**config.mk**
```make
export PLATFORM = sky130hd
export DESIGN_NAME = bus_arbiter
export DESIGN_NICKNAME = d
export VERILOG_FILES = /design/src/rtl/bus_arbiter_pkg.sv /design/src/rtl/bus_arbiter_arb_pick.sv /design/src/rtl/bus_arbiter.sv
export SDC_FILE = /design/constraint.sdc
export NUM_CORES = 1
export LEC_CHECK = 0
export ABC_AREA = 1
export CAP_MARGIN = 10
export CORE_UTILIZATION = 44
export CTS_BUF_LIST = sky130_fd_sc_hd__clkbuf_16
export DETAILED_ROUTE_END_ITERATION = 6
export PLACE_DENSITY = 0.85
export SLEW_MARGIN = 20
export SYNTH_ARGS = -nofsm -noshare
export SYNTH_HDL_FRONTEND = slang
export SYNTH_SLANG_ARGS = --single-unit
```
**constraint.sdc**
```tcl
create_clock -name clk -period 3.2 [get_ports clk]
set_clock_uncertainty 0.05 [all_clocks]
set_input_delay 0.8 -clock clk [delete_from_list [all_inputs] [get_ports clk]]
set_output_delay 0.8 -clock clk [all_outputs]
set_load 0.03 [all_outputs]
```
**src/rtl/bus_arbiter_pkg.sv**
```systemverilog
// -----------------------------------------------------------------------------
// bus_arbiter_pkg
// Shared definitions for the video/CPU bus: the access FSM state encoding and
// the master index constants. The address decoder and future bus masters
// import this package so they agree on both encodings.
// -----------------------------------------------------------------------------
package bus_arbiter_pkg;

    // Access sequence: every access runs IDLE -> ISSUE -> DONE -> IDLE.
    typedef enum logic [1:0] {
        ST_IDLE  = 2'd0,
        ST_ISSUE = 2'd1,
        ST_DONE  = 2'd2
    } bus_state_t;

    // Master indices: master 0 is the CPU/control port, master 1 the video updater.
    localparam logic MASTER_0 = 1'b0;
    localparam logic MASTER_1 = 1'b1;

    // The index of the master that is not 'm'.
    function automatic logic other_master(input logic m);
        return ~m;
    endfunction

endpackage

```
**src/rtl/bus_arbiter_arb_pick.sv**
```systemverilog
// -----------------------------------------------------------------------------
// arb_pick
// Combinational winner selection for the two-master bus.
//   vsync        : vertical-blank window; decides who wins a plain tie
//   m0_req       : master 0 request
//   m1_req       : master 1 request
//   last_winner  : master that received the most recent grant
//   burst_full   : last_winner has held the bus for MAX_BURST grants in a row
//   grant_valid  : at least one master is requesting
//   winner       : selected master (meaningful only when grant_valid is high)
// -----------------------------------------------------------------------------
module arb_pick
    import bus_arbiter_pkg::*;
(
    input  logic vsync,
    input  logic m0_req,
    input  logic m1_req,
    input  logic last_winner,
    input  logic burst_full,
    output logic grant_valid,
    output logic winner
);

    // NOTE: every output of an always_comb block gets a default at the top;
    // a path that leaves one unassigned would infer a latch.
    always_comb begin
        grant_valid = m0_req | m1_req;
        winner      = MASTER_0;
        if (m0_req && !m1_req) begin
            winner = MASTER_0;
        end else if (m1_req && !m0_req) begin
            winner = MASTER_1;
        end else if (m0_req && m1_req) begin
            // A master that has held the bus for a full burst yields to the
            // waiting one, whatever the blanking priority says.
            if (burst_full) begin
                winner = other_master(last_winner);
            end else begin
                winner = vsync ? MASTER_1 : MASTER_0;
            end
        end
    end

endmodule

```
**src/rtl/bus_arbiter.sv**
```systemverilog
// -----------------------------------------------------------------------------
// bus_arbiter
// Two-master arbiter for the shared video/CPU bus. Each access takes three
// cycles (IDLE -> ISSUE -> DONE); the winner's address, write data and
// direction are registered onto the shared bus in ISSUE, read data is
// captured at the end of ISSUE and the winner gets a one-cycle ack in DONE.
// During vertical blank the video updater wins ties, otherwise the CPU does;
// a burst limit of MAX_BURST consecutive grants keeps either side from
// starving the other.
//   clk                 : system clock, rising edge
//   reset               : asynchronous reset, active low
//   vsync               : vertical-blank window
//   m0_* / m1_*         : per-master req, addr, wdata, rw (1 = write),
//                         ack (single-cycle pulse) and rdata (held until
//                         the next ack)
//   addr / data / rw    : shared bus address, write data, direction
//   din                 : shared bus read data from the decoder mux
// -----------------------------------------------------------------------------
module bus_arbiter
    import bus_arbiter_pkg::*;
#(
    parameter int unsigned MAX_BURST = 4
) (
    input  logic        clk,
    input  logic        reset,
    input  logic        vsync,
    input  logic        m0_req,
    input  logic [15:0] m0_addr,
    input  logic [7:0]  m0_wdata,
    input  logic        m0_rw,
    output logic        m0_ack,
    output logic [7:0]  m0_rdata,
    input  logic        m1_req,
    input  logic [15:0] m1_addr,
    input  logic [7:0]  m1_wdata,
    input  logic        m1_rw,
    output logic        m1_ack,
    output logic [7:0]  m1_rdata,
    output logic [15:0] addr,
    output logic [7:0]  data,
    output logic        rw,
    input  logic [7:0]  din
);

    localparam int CNT_W = $clog2(MAX_BURST + 1);
    localparam logic [CNT_W-1:0] BURST_LIMIT = CNT_W'(MAX_BURST);

    bus_state_t       state;
    bus_state_t       next_state;
    logic             load_bus;     // IDLE grant: register the winner's request
    logic             finish;       // ISSUE->DONE: capture din, raise ack
    logic             last_winner;  // also the owner of the access in flight
    logic [CNT_W-1:0] burst_cnt;
    logic             burst_full;
    logic             grant_valid;
    logic             winner;

    assign burst_full = (burst_cnt == BURST_LIMIT);

    arb_pick u_arb_pick (
        .vsync       (vsync),
        .m0_req      (m0_req),
        .m1_req      (m1_req),
        .last_winner (last_winner),
        .burst_full  (burst_full),
        .grant_valid (grant_valid),
        .winner      (winner)
    );

    // NOTE: clocked state uses non-blocking assignments only, so every
    // register samples the pre-edge values of the others.
    always_ff @(posedge clk or negedge reset) begin
        if (!reset) begin
            state <= ST_IDLE;
        end else begin
            state <= next_state;
        end
    end

    // Requests are looked at only in IDLE; DONE is a fixed turnaround cycle.
    always_comb begin
        next_state = state;
        load_bus   = 1'b0;
        finish     = 1'b0;
        unique case (state)
            ST_IDLE: begin
                if (grant_valid) begin
                    load_bus   = 1'b1;
                    next_state = ST_ISSUE;
                end
            end
            ST_ISSUE: begin
                finish     = 1'b1;
                next_state = ST_DONE;
            end
            ST_DONE: begin
                next_state = ST_IDLE;
            end
            default: begin
                next_state = ST_IDLE;
            end
        endcase
    end

    // Registered bus, acks, read data and burst tracking.
    always_ff @(posedge clk or negedge reset) begin
        if (!reset) begin
            addr        <= 16'h0000;
            data        <= 8'h00;
            rw          <= 1'b0;
            m0_ack      <= 1'b0;
            m1_ack      <= 1'b0;
            m0_rdata    <= 8'h00;
            m1_rdata    <= 8'h00;
            burst_cnt   <= '0;
            last_winner <= MASTER_0;
        end else begin
            // Acks are single-cycle: high only in the cycle after 'finish'.
            m0_ack <= 1'b0;
            m1_ack <= 1'b0;

            if (load_bus) begin
                if (winner == MASTER_1) begin
                    addr <= m1_addr;
                    data <= m1_wdata;
                    rw   <= m1_rw;
                end else begin
                    addr <= m0_addr;
                    data <= m0_wdata;
                    rw   <= m0_rw;
                end
                last_winner <= winner;
                if (winner != last_winner) begin
                    burst_cnt <= CNT_W'(1);
                end else if (!burst_full) begin
                    burst_cnt <= burst_cnt + CNT_W'(1);
                end
            end

            if (finish) begin
                // The bus is parked at zero through DONE.
                addr <= 16'h0000;
                data <= 8'h00;
                rw   <= 1'b0;
                if (last_winner == MASTER_1) begin
                    m1_ack   <= 1'b1;
                    m1_rdata <= din;
                end else begin
                    m0_ack   <= 1'b1;
                    m0_rdata <= din;
                end
            end
        end
    end

endmodule

```
# Yosys cells after proc, flatten, opt, wreduce, memory -nomap -nowiden
# Index checks and enable logic that the tools add are counted.
dict set report classes {
  n_addsub 1
  multipliers 0
  bitwise_logic 2
  n_reduce_logical 10
  shift 0
  div_mod_pow 0
  n_eq_ne 5
  n_lt_le_gt_ge 0
  n_mux 25
}
# op n
set op_table {}
lappend op_table {{2-to-1 mux 16 bit} 3}
lappend op_table {{2-to-1 mux 8 bit} 3}
lappend op_table {{2-to-1 mux 1 bit} 15}
lappend op_table {{2-to-1 mux 3 bit} 2}
lappend op_table {{AND reduction 2 bit} 3}
lappend op_table {{case mux 2 bit (2 select lines)} 1}
lappend op_table {{adder 3 x 1 -> 3 bit (second input constant)} 1}
lappend op_table {{equality test 3 bit (second input constant)} 1}
lappend op_table {{logical AND 1 bit} 3}
lappend op_table {{equality test 2 x 1 -> 1 bit (second input constant)} 1}
lappend op_table {{zero test 1 bit} 2}
lappend op_table {{zero test 2 bit} 1}
lappend op_table {{2-to-1 mux 2 bit} 1}
lappend op_table {{!= test 2 x 1 -> 1 bit (second input constant)} 1}
lappend op_table {{!= test 2 bit (second input constant)} 1}
lappend op_table {{nonzero test 2 bit} 1}
lappend op_table {{!= test 1 bit} 1}
lappend op_table {{NOT 1 bit} 1}
lappend op_table {{OR 1 bit} 1}
dict set report word_totals {
  input_bits 63
  latch_bits 0
  ramBits 0
  out_inout_bits 43
  word_cells 53
  rom_bits 0
  register_bits 49
  n_memories 0
}

# Depth between registers and ports, before layout
# Gate-level depths: netlist (run 1).
dict set report depth {
  word_depth 8
  mapped_depth 11
  ltp_nobuf 11
}

# Hierarchy
# A second synthesis (run 1) with hierarchy kept.
dict set report hier_totals {
  cells_unflattened 295
  hier_area_um2 2368.5
}
# module instances cells_each area_each_um2 seq_area_each_um2
set by_module_without_submodules {}
lappend by_module_without_submodules {bus_arbiter 1 284 2323.5 1226.2}
lappend by_module_without_submodules {arb_pick 1 11 45.0 0.0}

# Worst setup path after synthesis (run 1)
# No wires, ideal clock.
dict set report synth_path {
  kind {input port to flip-flop}
  startpoint {input m1_req}
  endpoint {register burst_cnt[2]}
  cell_stages 7
  path_buffers 2
  arrival_time_ps 1582
  setup_time_ps 65
  slack_ps 1503
  required_ps 3085
  cell_sequence {buf_2 -> o21ai_4 -> inv_2 -> buf_2 -> nand2_1 -> nand2_1 -> nand2_1}
}
dict set report synth_between {
  elab_chain_len 7
  word_cells_on_any_way 14
  cone_classes {2 x eq/ne; 6 x mux; 1 x bitwise; 5 x reduce/logical}
}
# item line_no
set synth_rtl {}
lappend synth_rtl {{start, declared} bus_arbiter.sv:33} ;# input logic m1_req,
lappend synth_rtl {{logical AND 1 bit} bus_arbiter_arb_pick.sv:33} ;# end else if (m0_req && m1_req) begin
lappend synth_rtl {{2-to-1 mux 1 bit} bus_arbiter_arb_pick.sv:33}
lappend synth_rtl {{2-to-1 mux 1 bit} bus_arbiter_arb_pick.sv:31} ;# end else if (m1_req && !m0_req) begin
lappend synth_rtl {{2-to-1 mux 1 bit} bus_arbiter_arb_pick.sv:29} ;# if (m0_req && !m1_req) begin
lappend synth_rtl {{!= test 1 bit} bus_arbiter.sv:133} ;# if (winner != last_winner) begin
lappend synth_rtl {{!= test 2 x 1 -> 1 bit (no source line)} n/a}
lappend synth_rtl {{AND reduction 2 bit (no source line)} n/a}
lappend synth_rtl {{end signal, assigned} bus_arbiter.sv:136} ;# burst_cnt <= burst_cnt + CNT_W'(1);
lappend synth_rtl {{end, declared} bus_arbiter.sv:53} ;# logic [CNT_W-1:0] burst_cnt;
# Parallel ways exist; a longest one is shown, timed or not.
# A chain may end at the register's enable or synchronous reset.

# Worst setup path after layout (run 1)
dict set report layout_path {
  startpoint {input m0_req}
  endpoint {register burst_cnt[1]}
}
dict set report layout_between {
  elab_chain_len 7
  word_cells_on_any_way 14
  cone_classes {2 x eq/ne; 6 x mux; 1 x bitwise; 5 x reduce/logical}
}
# item line_no
set layout_rtl {}
lappend layout_rtl {{start, declared} bus_arbiter.sv:27} ;# input logic m0_req,
lappend layout_rtl {{logical AND 1 bit or zero test 1 bit (tied branches)} {bus_arbiter_arb_pick.sv:33, bus_arbiter_arb_pick.sv:31}}
lappend layout_rtl {{2-to-1 mux 1 bit or logical AND 1 bit (tied branches)} {bus_arbiter_arb_pick.sv:33, bus_arbiter_arb_pick.sv:31}}
lappend layout_rtl {{2-to-1 mux 1 bit} bus_arbiter_arb_pick.sv:31}
lappend layout_rtl {{2-to-1 mux 1 bit} bus_arbiter_arb_pick.sv:29}
lappend layout_rtl {{!= test 1 bit} bus_arbiter.sv:133}
lappend layout_rtl {{!= test 2 x 1 -> 1 bit (no source line)} n/a}
lappend layout_rtl {{AND reduction 2 bit (no source line)} n/a}
# Parallel ways exist; a longest one is shown, timed or not.

==> results.txt, run 1 <==
The number of nets in the layout came out at 422. The switching power of the nets is 1.53 mW. The number of optimization iterations in the first detailed-route pass is 4. The number of synthesized flops with an enable pin is 0.

The site row count came out at 25. The detailed-route via count came out at 2172. The met3 capacity usage during global routing came out at 5.90%.

The floorplan step defined a core boundary enclosing 4850 um2. The I/O pin count is 106. The detailed placer's ending HPWL came out at 4210 um. The detail route stage leaves a number of antenna-violating nets equal to 0.

The synthesized area divided by synthesized cell count came out at 8.79 um2. The CTS buffer count came out at 5. The max capacitance violation total is 0. The sum of routed wire length over all layers is 5970 um. met2 is the most crowded layer. For this design the ratio of total power to cell area is 1000 nW/um2. The area of the die is about 5500 um2. The initial antenna violation count is 0. The aggregate global routing overflow came out at 0.

The class of the worst hold path is flip-flop to flip-flop. The most critical setup path has its startpoint at m0_req. The period utilization came out at 72.7%. The worst hold margin is 0.408 ns. Counting cells, the worst reg-to-reg path comes to 10. The most critical setup path has its endpoint at burst_cnt[1].

The proportion of register bits with asynchronous set or reset after synthesis is 100%. In this run the critical register-to-register path is captured at burst_cnt[1]. The main flop type after synthesis is sky130_fd_sc_hd__dfrtp_1. Once placement finished, the instance area stood at 3330 um2.

The startpoint identified for the worst register-to-register timing path is burst_cnt[0]. The die span in x came out at 73.9 um. The diode insertion count for antenna repair is 0.

With fillers left out, the area of the finished cells amounts to 3460 um2. The switching part of the total came out at between 40% and 50%. Global routing used a little under a quarter of the available tracks across all layers. The number of nets handed over by synthesis was 324. The clock root buffer is sky130_fd_sc_hd__clkbuf_16. The starting density of the core is 46.9%.

Counting flops and latches in the post-synthesis netlist gives between 40 and 50. The count of hold buffers inserted by post-cts repair is 0. The post-route netlist has 6.74% of its cells at a drive strength greater than 1. The flow ran to the end, and the final reports show no timing, DRC or antenna violations. The count of buffers from port buffering came out at 105. Data arrives at the worst endpoint at 2.50 ns.

At the pin with the least slew margin, the transition time is around 0.54 ns. The post-route minimum period came out at 2.33 ns. The met2 layer usage reported by global route is 38.7%. After detailed placement, the design holds a cell count of 417. By area the synthesized netlist is led by sky130_fd_sc_hd__dfrtp_1 54%, sky130_fd_sc_hd__o21ai_1 13%, sky130_fd_sc_hd__nand3_1 6.8%.

The kind of start point of the critical path is an input pin. In this run the most critical hold path is launched from state[1]. Setup repair after global routing left no endpoint under its margin. The clock-pin transition on the worst setup and hold timing paths came out at 0.06 ns. The remaining routing DRC violations came out at 0.

In this run the biggest area consumer among cell types represents approximately 54% of the synthesized area. The internal power is 1.94 mW. The share of synthesized area occupied by flip-flops and latches came out at 53.9%. The hold violation count in the final report is 0. The worst setup path is of the input pin to flip-flop kind. The H-tree depth is 2. The largest vdd supply drop is between 0.0004 and 0.0005 V.

The number of vias per cell came out at 5.13. The number of non-filler instances in the completed layout came out at 423. The netlist area before placement is approximately 2300 um2. Data on the critical path is required at its endpoint by 3.37 ns. The largest net degree at the start of global routing is 34. The count of final setup violators came out at 0. Once routing completed, OpenROAD measured the worst setup slack at 0.874 ns. In this run, post-CTS repair resized a total of 0 instances.

The Yosys step of the flow raised 0 warnings. The largest total area in the synthesized netlist belongs to sky130_fd_sc_hd__dfrtp_1. The maximum operating frequency came out at approximately 430 MHz. The relative slew slack is 64.1%. The overall die height came out at between 70 and 80 um. The maximum buffer depth of the clock tree came out at 2. The TritonCTS clock tree is done. The detailed router finished its first iteration with between 100 and 150 violations. The register share of total power came out at 31.4%. The number of unique standard cell types used by synthesis came out at 21. The share of total power dissipated in the clock network is 14.1%. The number of global-route vias before repair came out at 2030. The setup slack of the most critical reg-to-reg path is around 1.2 ns.

The congestion estimate from routability-driven global placement came to 0.835. The number of fill cells came out at 361. The first global-routing pass estimated 9670 um of wire. The combinational power share came out at a little over half. The aggregate negative setup slack came out at 0 ns. The detailed-route wire length per cell is 14.1 um.

The number of setup buffers added after CTS is 0. The later pin in the worst-skew pair is clocked with a latency of 0.28 ns. The synthesized instance count came out at approximately 260. In this run the worst path has a maximum fanout of 33.

The category of the worst setup path capture point is a flip-flop. The count of final max-slew check failures was 0. The clock net sink count came out at 49.

In this run the static leakage power is 1.55 nW. The pre-CTS setup slack is 0.622 ns. Compared with the post-synthesis result, the final layout area differs by 52.0%. The global-route track usage on met1 is a little under a third.
## kinds of logic (layout without fill, tap and decap cells)
group	Yosys count	after routing	synth area share (%)
flops	49	49	53.9
compound gates	87	87	19.6
buf+inv	42	139	8.47
simple gates	78	78	16.5
fa+ha+maj	2	2	1.10
xor+xnor	1	1	0.385
## sequential cells by signal (all words and copies together) (netlist names)
register and count:
addr 16, data 8, m0_rdata 8, m1_rdata 8, burst_cnt 3, state 2
last_winner 1, m0_ack 1, m1_ack 1, rw 1
## power groups by stage
stage / clock (mW) / combinational (mW) / sequential, mW
floorplan: 0 / 0.676 / 1.58
global placement: 0 / 1.86 / 1.09
detailed placement: 0 / 1.90 / 1.09
CTS: 0.497 / 1.91 / 1.09
global route: 0.521 / 2.06 / 1.12
finish: 0.489 / 1.89 / 1.09
## worst min-delay path by stage
| stage | end | depth (start not counted) |
|---|---|---|
| after CTS | state[1] | 1 |
| final | state[1] | 1 |
| after detailed placement | state[1] | 1 |
| after floorplan | state[1] | 1 |
| after global routing | state[1] | 1 |
| after global placement | state[1] | 1 |
## cells in the mapped netlist, types with 3 or more instances
master                     n
sky130_fd_sc_hd__o21ai_1  61
sky130_fd_sc_hd__dfrtp_1  49
sky130_fd_sc_hd__nand2_1  36
sky130_fd_sc_hd__nand3_1  31
sky130_fd_sc_hd__a21oi_1  25
sky130_fd_sc_hd__inv_1    20
sky130_fd_sc_hd__buf_2    10
sky130_fd_sc_hd__inv_2     5
sky130_fd_sc_hd__buf_6     3
sky130_fd_sc_hd__nor2_2    3
## placed cells by master (no fill, tap or decap), drive strengths merged, types with 4 or more instances in the layout
master,instances
a21oi,25
buf,4
clkbuf,5
clkdlybuf4s50,104
dfrtp,49
inv,25
nand2,39
nand3,33
nor2,4
o21ai,62
## through the flow
| stage | power, mW | util [%] |
|---|---|---|
| 2_1_floorplan | 2.25 | - |
| 3_3_place_gp | 2.94 | 68.7 |
| 3_5_place_dp | 3.00 | 68.7 |
| 4_1_cts | 3.49 | 71.4 |
| 5_1_grt | 3.70 | 71.4 |
| 6_report | 3.47 | 71.4 |
## metal layers
metal,part of all wire [%],wire length [um],up-vias
li1,-,-,1070
met1,43,2580,1007
met2,48,2860,85
met3,6.4,381,10
met4,2.4,143,0
met5,0,0,-
## critical path: stages
cell	delay [ns]
sky130_fd_sc_hd__clkdlybuf4s50_1	0.61
sky130_fd_sc_hd__nand3_4	0.29
sky130_fd_sc_hd__nand2_4	0.40
sky130_fd_sc_hd__nand2_1	0.10
sky130_fd_sc_hd__nand2_1	0.11
sky130_fd_sc_hd__nand4_1	0.10
sky130_fd_sc_hd__nand2_1	0.09
## cell type report
class / instances / area [um2] / share of cell area, %
clock buffer: 5 / 125 / 3.62
clock inverter: 1 / 5.00 / 0.145
inverter: 25 / 93.8 / 2.71
multi-input combinational: 168 / 857 / 24.8
sequential: 49 / 1230 / 35.4
tap: 67 / 83.8 / 2.42
timing repair buffer: 108 / 1070 / 30.9
No activity file was read; power rests on OpenSTA's default activity.
==> inputs of run 2 (changes only) <==
--- a/config.mk
+++ b/config.mk
@@ -7,10 +7,10 @@
 export LEC_CHECK = 0
 export ABC_AREA = 1
 export CAP_MARGIN = 10
-export CORE_UTILIZATION = 44
+export CORE_UTILIZATION = 41
 export CTS_BUF_LIST = sky130_fd_sc_hd__clkbuf_16
 export DETAILED_ROUTE_END_ITERATION = 6
-export PLACE_DENSITY = 0.85
+export PLACE_DENSITY = 0.8
 export SLEW_MARGIN = 20
 export SYNTH_ARGS = -nofsm -noshare
 export SYNTH_HDL_FRONTEND = slang
==> constraint.sdc (replaced) <==
create_clock -name clk -period 2.2 [get_ports clk]
set_clock_uncertainty 0.05 [all_clocks]
set_input_delay 0.55 -clock clk [delete_from_list [all_inputs] [get_ports clk]]
set_output_delay 0.55 -clock clk [all_outputs]
set_load 0.03 [all_outputs]
==> results.txt, run 2 (synthesized netlist as in run 1, its figures left out) <==
Once detail routing completed, the nets flagged for antenna violations numbered 0. Total power for the finished layout comes to just over 5 mW. The detailed router placed 2149 vias in this run. TritonCTS built the clock tree. The clock net sink count is 49.

After detailed placement, the total cell area comes to 3360 um2. The largest net degree at the start of global routing came out at 50. The maximum fanout encountered on the critical timing path came out at 2. The maximum operating frequency is 515 MHz. The CTS buffer count came out at 5. The weighted congestion reported at the end of routability-driven placement is 0.926. Dividing total power by cell area gives a power density of 1450 nW/um2.

The iteration-0 DRC count of the detailed router is 167. Among all stages on the critical path, the largest delay is contributed by sky130_fd_sc_hd__clkdlybuf4s50_1. The sum of routed wire length over all layers is 5780 um. The number of buffers and inverters on the critical path came out at 1. Summing all non-filler instances in the final layout gives an area of between 3000 and 4000 um2. The H-tree depth is 2.

After legalization and detailed placement, the total HPWL measured 4200 um. The post-route minimum period is slightly below 2 ns. The worst hold margin is 0.301 ns.

Setup total negative slack on the finished layout was measured at 0 ns. The required time of the worst setup path came out at 1.60 ns. The count of final max-slew check failures came out at 0. At the placement stage, the worst setup path has a slack of 0.117 ns.

The critical path in this run is classified as flip-flop to primary output. The kind of start point of the critical path is a flip-flop. The diode insertion count for antenna repair is 0.

The core outline area is 5240 um2. The path class of the tightest hold or removal check is input pin to asynchronous set/reset pin. Global routing finished with a remaining overflow of 0. For the pin with the worst max-slew slack, the measured transition is approximately 0.61 ns. The clock root buffer is sky130_fd_sc_hd__clkbuf_16. The starting density of the core is a little over two fifths. In this run the horizontal extent of the chip is 76.5 um. Dividing the detail-routed via count by the number of cells gives 4.97. The number of fill cells is approximately 450. The worst register-to-register path begins at burst_cnt[1]. In the final routed layout, each cell accounts on average for 13.4 um. The worst path arrival time is 1.34 ns. The number of global-route vias before repair is 2069.

After clock tree synthesis, the clock-pin slew on the worst setup and hold paths is 0.06 ns. The area of the die is 5850 um2. The initial antenna violation count came out at 0. In this design, the stage delay of the slowest critical-path cell is 0.71 ns. The count of buffers from port buffering is around 110. Clock latency on the worst-skew pair, taken at its later pin, is roughly 0.28 ns. The clock passes through at most 2 buffers.

Global routing used between 20% and 30% of the available tracks. The number of optimization iterations in the first detailed-route pass is 5. The register with the most flip-flops in the layout has 16 of them.

Leaving out fill and tap cells, the most frequent cell in the layout is sky130_fd_sc_hd__clkdlybuf4s50_1. The setup check on the worst reg-to-reg path leaves a slack of around 0.45 ns. The number of nets in the layout came out at 426.

The final cell utilization of the core came out at 66.9%. The end of the worst register-to-register path is burst_cnt[2]. The post-cts sizing count is 0. The hold violation count in the final report came out at 0. The cell total after placement came out at 424.

STA classifies the critical path endpoint as a primary output. The number of non-filler instances in the completed layout is 432. The least setup slack across all paths after layout came out at approximately 0.26 ns. Ranked by flip-flop count, first place goes to addr. The count of hold buffers inserted by post-cts repair is 0.

The max capacitance violation total is 0. The leakage power figure came out at 1.58 nW. The period utilization is approximately nine tenths. The signal on the critical path passes through clkdlybuf4s50_1. The count of final setup violators came out at 0. The site row count came out at 26.

The cell family contributing the most delay on the critical path is buffers and inverters. Setup repair after global routing left no endpoint under its margin. The I/O pin count came out at 106. In the layout the commonest cells are 104 x sky130_fd_sc_hd__clkdlybuf4s50_1, 61 x sky130_fd_sc_hd__o21ai_1, 49 x sky130_fd_sc_hd__dfrtp_1. The share of layout cells above drive strength 1 is 8.01%. The post-synthesis to final-layout area growth is 54.0%. The overall die height came out at 76.5 um. In this run the tightest slew margin relative to its limit is 59.7%. The wire length of the first global-routing pass is 9830 um. The cell count of the worst reg-to-reg path came out at 10.

Across the VDD grid, the largest voltage drop is 0.000896 V. The number of buffers inserted to repair setup after CTS came out at 0. The remaining routing DRC violations is 0. The flow ran to the end, and the final reports show no timing, DRC or antenna violations.
[run 2: cell types whose count changed in the layout (fill, tap and decap cells not counted)]
cell,change
sky130_fd_sc_hd__clkinv_4,+1
sky130_fd_sc_hd__buf_4,+4
sky130_fd_sc_hd__clkinv_1,+1
[run 2: worst max path at each step]
stage | end | start | cells past startpoint
final | data[7] | data[7] | 1
after CTS | data[7] | data[7] | 1
after detailed placement | burst_cnt[1] | m1_req | 7
after global routing | addr[4] | addr[4] | 1
after floorplan | burst_cnt[2] | burst_cnt[0] | 10
after global placement | burst_cnt[1] | m1_req | 7
[run 2: final cells by class]
| type | instances | area (um2) | area share, % |
|---|---|---|---|
| flip-flops and latches | 49 | 1230 | 35.0 |
| repair buffers | 112 | 1100 | 31.3 |
| multi-input cells | 168 | 857 | 24.4 |
| clock buffers | 5 | 125 | 3.57 |
| inverters | 25 | 93.8 | 2.68 |
| well taps | 70 | 87.6 | 2.50 |
| clock inverters | 3 | 17.5 | 0.500 |
[run 2: routing by layer]
| layer | GRT usage [%] | part of all wire [%] | up-vias | wire length [um] |
|---|---|---|---|---|
| li1 | - | - | 1076 | - |
| met1 | 26.9 | 45 | 993 | 2610 |
| met2 | 35.1 | 48 | 73 | 2770 |
| met3 | 5.15 | 6.1 | 7 | 350 |
| met4 | 5.58 | 0.87 | 0 | 50 |
| met5 | 0 | 0 | - | 0 |
[run 2: worst register-to-register path, stage by stage (launching register included)]
cell and delay (ns):
sky130_fd_sc_hd__dfrtp_1 0.41, sky130_fd_sc_hd__inv_1 0.08, sky130_fd_sc_hd__ha_1 0.19, sky130_fd_sc_hd__nand2_2 0.10
sky130_fd_sc_hd__nand2_2 0.10, sky130_fd_sc_hd__nand3_4 0.10, sky130_fd_sc_hd__nand2_4 0.30, sky130_fd_sc_hd__nand2_1 0.10
sky130_fd_sc_hd__nand2_1 0.08, sky130_fd_sc_hd__nand4_1 0.08, sky130_fd_sc_hd__nand2_1 0.09
[run 2: where the power goes]
group | switching [mW] | internal, mW
Sequential | 0.252 | 1.33
Combinational | 1.67 | 1.12
Clock | 0.310 | 0.417
